File: src/rtl/mpsoc_ahb3_master_port.sv
// AHB3-Lite initiator: turns a command/response stream into pipelined SINGLE transfers.
// The address slot (A) drives the address phase and the data slot (D) tracks the data phase.
module mpsoc_ahb3_master_port #(
    parameter int         HADDR_SIZE = 32,
    parameter int         HDATA_SIZE = 32,
    parameter logic [3:0] HPROT_VAL  = 4'b0011
) (
    input  logic                  HCLK,
    input  logic                  HRESETn,

    input  logic                  cmd_valid,
    output logic                  cmd_ready,
    input  logic                  cmd_write,
    input  logic [HADDR_SIZE-1:0] cmd_addr,
    input  logic [2:0]            cmd_size,
    input  logic [HDATA_SIZE-1:0] cmd_wdata,

    output logic                  rsp_valid,
    output logic [HDATA_SIZE-1:0] rsp_rdata,
    output logic                  rsp_err,
    output logic                  rsp_abort,

    output logic                  HSEL,
    output logic [HADDR_SIZE-1:0] HADDR,
    output logic                  HWRITE,
    output logic [2:0]            HSIZE,
    output logic [2:0]            HBURST,
    output logic [3:0]            HPROT,
    output logic [1:0]            HTRANS,
    output logic                  HMASTLOCK,
    output logic [HDATA_SIZE-1:0] HWDATA,

    input  logic [HDATA_SIZE-1:0] HRDATA,
    input  logic                  HREADY,
    input  logic                  HRESP
);

    localparam logic [1:0] HTRANS_IDLE   = 2'b00;
    localparam logic [1:0] HTRANS_NONSEQ = 2'b10;

    typedef enum logic [1:0] {
        ST_RUN,
        ST_ERR,
        ST_ABORT
    } state_t;

    state_t state, next_state;

    logic                  a_valid;
    logic                  a_write;
    logic [HADDR_SIZE-1:0] a_addr;
    logic [2:0]            a_size;
    logic [HDATA_SIZE-1:0] a_wdata;
    logic                  d_valid;
    logic                  d_write;
    logic                  abort_pending;
    logic [3:0]            hprot_q;

    logic err_state;
    logic accept;
    logic move;
    logic complete;
    logic err_start;

    assign err_state = (state != ST_RUN);
    assign cmd_ready = HRESETn & ~err_state & (~a_valid | HREADY);
    assign accept    = cmd_valid & cmd_ready;
    assign move      = HREADY & a_valid;
    assign complete  = HREADY & d_valid;
    assign err_start = (state == ST_RUN) & d_valid & HRESP & ~HREADY;

    // The address phase is a direct view of slot A, so it holds whenever A is stalled.
    assign HSEL      = a_valid;
    assign HTRANS    = a_valid ? HTRANS_NONSEQ : HTRANS_IDLE;
    assign HADDR     = a_addr;
    assign HWRITE    = a_write;
    assign HSIZE     = a_size;
    assign HPROT     = hprot_q;
    assign HBURST    = 3'b000;
    assign HMASTLOCK = 1'b0;

    always_ff @(posedge HCLK) begin
        if (!HRESETn) state <= ST_RUN;
        else          state <= next_state;
    end

    always_comb begin
        // NOTE: next_state gets its default before the case so no latch is inferred.
        next_state = state;
        case (state)
            ST_RUN:   if (err_start) next_state = ST_ERR;
            ST_ERR:   if (complete)  next_state = abort_pending ? ST_ABORT : ST_RUN;
            ST_ABORT: next_state = ST_RUN;
            default:  next_state = ST_RUN;
        endcase
    end

    always_ff @(posedge HCLK) begin
        if (!HRESETn) begin
            a_valid       <= 1'b0;
            a_write       <= 1'b0;
            a_addr        <= '0;
            a_size        <= 3'b000;
            a_wdata       <= '0;
            d_valid       <= 1'b0;
            d_write       <= 1'b0;
            abort_pending <= 1'b0;
            hprot_q       <= 4'b0000;
            HWDATA        <= '0;
            rsp_valid     <= 1'b0;
            rsp_rdata     <= '0;
            rsp_err       <= 1'b0;
            rsp_abort     <= 1'b0;
        end else begin
            // NOTE: non-blocking updates let A->D, D->response and a new accept share one edge.
            hprot_q <= HPROT_VAL;

            if (err_start) begin
                // A command accepted on this very edge is cancelled along with any waiting one.
                a_valid       <= 1'b0;
                abort_pending <= a_valid | accept;
            end else if (accept) begin
                a_valid <= 1'b1;
                a_write <= cmd_write;
                a_addr  <= cmd_addr;
                a_size  <= cmd_size;
                a_wdata <= cmd_wdata;
            end else if (move) begin
                a_valid <= 1'b0;
            end

            if (move) begin
                d_valid <= 1'b1;
                d_write <= a_write;
                if (a_write) HWDATA <= a_wdata;
            end else if (complete) begin
                d_valid <= 1'b0;
            end

            rsp_valid <= 1'b0;
            rsp_rdata <= '0;
            rsp_err   <= 1'b0;
            rsp_abort <= 1'b0;
            if (complete) begin
                rsp_valid <= 1'b1;
                rsp_rdata <= d_write ? '0 : HRDATA;
                rsp_err   <= HRESP;
            end else if (state == ST_ABORT) begin
                rsp_valid     <= 1'b1;
                rsp_err       <= 1'b1;
                rsp_abort     <= 1'b1;
                abort_pending <= 1'b0;
            end
        end
    end

endmodule
File: config.mk
export PLATFORM = sky130hd
export DESIGN_NAME = mpsoc_ahb3_master_port
export DESIGN_NICKNAME = d
export VERILOG_FILES = /design/src/rtl/mpsoc_ahb3_master_port.sv
export SDC_FILE = /design/constraint.sdc
export NUM_CORES = 1
export LEC_CHECK = 0
export CAP_MARGIN = 20
export CELL_PAD_IN_SITES_DETAIL_PLACEMENT = 1
export CELL_PAD_IN_SITES_GLOBAL_PLACEMENT = 1
export CORE_MARGIN = 10
export CORE_UTILIZATION = 29
export DETAILED_ROUTE_END_ITERATION = 10
export GPL_ROUTABILITY_DRIVEN = 0
export PLACE_DENSITY = 0.78
export SYNTH_ARGS = -nofsm -noshare
export SYNTH_HDL_FRONTEND = slang
export SYNTH_SLANG_ARGS = --single-unit
File: constraint.sdc
create_clock -name HCLK -period 2.4 [get_ports HCLK]
set_clock_uncertainty 0.2 [all_clocks]
set_input_delay 0.48 -clock HCLK [delete_from_list [all_inputs] [get_ports HCLK]]
set_output_delay 0.48 -clock HCLK [all_outputs]
set_load 0.005 [all_outputs]
==> impl_results.md <==
- Routed Antenna Nets: 0
- Yosys reg bits: 142
- Final Setup Violations: 0
- Crit. End Element: output port
- Vias per cell: 4.65
- Mean Syn Cell Area: 8.62 um^2
- Multi-input logic area: 1760 um^2
- Maximum clock frequency: 462 MHz
- Place WS: -0.0895 ns
- Critical path fanouts, max: 2
- Clk slew on worst S/H paths: 0.06 ns
- Vias in the first global route: 5121
- Hold slack: 0.251 ns
- PD cells: 738 nW/um^2
- Overflow left after global routing: 0
- Core area: 16400 um^2
- Clk_lat worst skew: 0.41 ns
- Largest net degree at the start of global routing: 72
- RSZ-0062 raised after global routing: false
- CP required: 1.72 ns
- CTS tree: yes
- Number of synthesized flops with an enable pin: 0
- Comb power frac: 0.090
- Period minus WS final: 2.16 ns
- FFs w/ async S/R, synth: 0
- Pint: 4510 uW
- Hold Vio Cnt, Final: 0
- Count of pins over their slew limit: 0
- First-pass DRT Iterations: 4
- Min-Delay Path Class: reg -> reg
- Layout area overhead: 62.1%
- CTS Buffer Depth: 2
- CTS Sinks: 142
- CP Class: in -> out
- Flop pwr share: 0.435
- Worst EP arrival: 1.48 ns
- Synthesis Warnings: 0
- DR vias: 4622
- Status: complete, no violations
- # fillers: 1865
- Library cells used by synthesis: 23
- Row Count: 47
- Dpl hpwl: 13300 um
- Synthesized area: 4820 um^2
- Initial Util: 0.294
- Initial antenna violation count: 1
- GR Util All Layers: 0.161
- Clock power share: 0.474
- Slew headroom: 0.460
- Sequential fraction of the synthesis area: 0.590
- FF+latch area: 2840 um^2
- P_leak: 0.00286 uW
- Final worst slack: 0.237 ns
- VDD IR max: 0.457 mV
- Crit share post-route: 0.901
- Ant diodes: 0
- Io pins: 220
- Die area: 22200 um^2
- Clock Root Buffer: clkbuf_16
- Nets: 866
- Total CTS buffers: 17
- Post-route cell area: 7810 um^2
- First-pass GRT wire length: 28100 um
- DR DRC count: 0
- Drt total wl: 18300 um
- Port bufs: 212
- Net Switching: 1260 uW
- Slew at the pin closest to its max-slew limit: 0.810 ns
- CP Launch Type: input pin
- Max-cap violation count: 0
- Switching portion of total power: 0.218
- Chip Width: 149 um
- Routed WL per cell: 18.4 um
- Htree depth: 4
- Die height: 149 um
- Placed cell area: 7190 um^2
- Starting DRT DRC Count: 162
- Most used flip-flop cell after synthesis: dfxtp_1
- Setup TNS: 0 ns
- Share of layout cells above drive strength 1: 0.0711
- Mapped Cells: 559
flip-flops by register name, indices dropped and copies added, names as in the netlist:
name	flops
rsp_valid	1
rsp_rdata	32
rsp_abort	1
d_valid	1
HADDR	32
HSIZE	3
rsp_err	1
HWDATA	32
abort_pending	1
HPROT	1
HWRITE	1
a_wdata	32
HSEL	1
state	2
d_write	1
worst max-delay path, stage by stage:
cell,delay [ns]
clkdlybuf4s50_1,0.50
nor2b_2,0.07
nor3_2,0.15
dlygate4sd2_1,0.27
layout make-up:
cell class	instances	share of cell area
clock buffers	22	0.0620
clock inverters	10	0.0171
inverters	1	0.000481
multi-input cells	370	0.226
flip-flops and latches	142	0.364
well taps	220	0.0352
repair buffers	229	0.295
synth_stat cells, drive strengths merged, types with 2 or more instances:
master    n  share of area
dfxtp   142           0.59
nand2b    4         0.0052
nor3      5         0.0052
nand2   137           0.11
nor4b     2         0.0068
a21oi    38          0.039
nand3    70          0.073
nor2      2         0.0016
clkbuf   37          0.029
o21ai    68          0.071
and2     33          0.043
buf      15          0.022
cell families after synthesis:
family                 synth area share
buffers and inverters            0.0519
and+or+nand+nor                   0.245
AOI/OAI and AO/OA                 0.112
other                          0.000778
DFF                               0.590
layout by cell type, fill, tap and decap left out, types with 2 or more instances in the layout:
cell / Yosys / final
o21ai_0: 48 / 48
o21ai_1: 20 / 20
clkinv_2: 0 / 4
a21oi_1: 38 / 38
nand2_1: 137 / 136
clkdlybuf4s50_1: 0 / 210
clkbuf_16: 0 / 17
conb_1: 1 / 7
clkinvlp_4: 0 / 2
and2_1: 33 / 32
dfxtp_1: 142 / 142
nor2_1: 2 / 2
buf_12: 0 / 5
nor3_2: 0 / 2
nand3_1: 70 / 70
nand2b_1: 4 / 4
clkbuf_8: 0 / 4
nor3_1: 5 / 3
bufinv_16: 0 / 3
buf_4: 9 / 12
per-stage QoR:
stage	util	std cells	total power, uW
6_report	0.476	994	5770
5_1_grt	0.476	994	5990
4_1_cts	0.476	994	5840
3_5_place_dp	0.438	962	3090
3_3_place_gp	0.438	962	3060
2_1_floorplan	-	565	2720
power groups by stage:
stage | sequential, uW | combinational [uW] | clock (uW)
global placement | 2550 | 505 | 0
CTS | 2510 | 529 | 2800
global route | 2520 | 566 | 2900
detailed placement | 2560 | 524 | 0
finish | 2510 | 521 | 2740
floorplan | 2550 | 164 | 0
path summary, 6_finish.rpt:
path	start	to	slack, ns	depth (start not counted)
setup reg to reg	HSEL	a_wdata[18]	0.45	6
setup / recovery	HREADY	cmd_ready	0.24	4
hold / removal	HADDR[21]	HADDR[21]	0.25	2
hold reg to reg	HADDR[21]	HADDR[21]	0.25	2
layer usage:
layer | part of all wire | GRT usage
met1 | 0.39 | 0.166
met2 | 0.53 | 0.296
met3 | 0.057 | 0.0558
met4 | 0.018 | 0.0540
met5 | 0.00060 | 0
what timing repair did:
item | CTS | global route
resized for setup | 3 | 0
hold buffers | 0 | 0
setup endpoints to repair | 1 | 0
buffers inserted | 0 | 0
No activity file was read; power rests on OpenSTA's default activity.
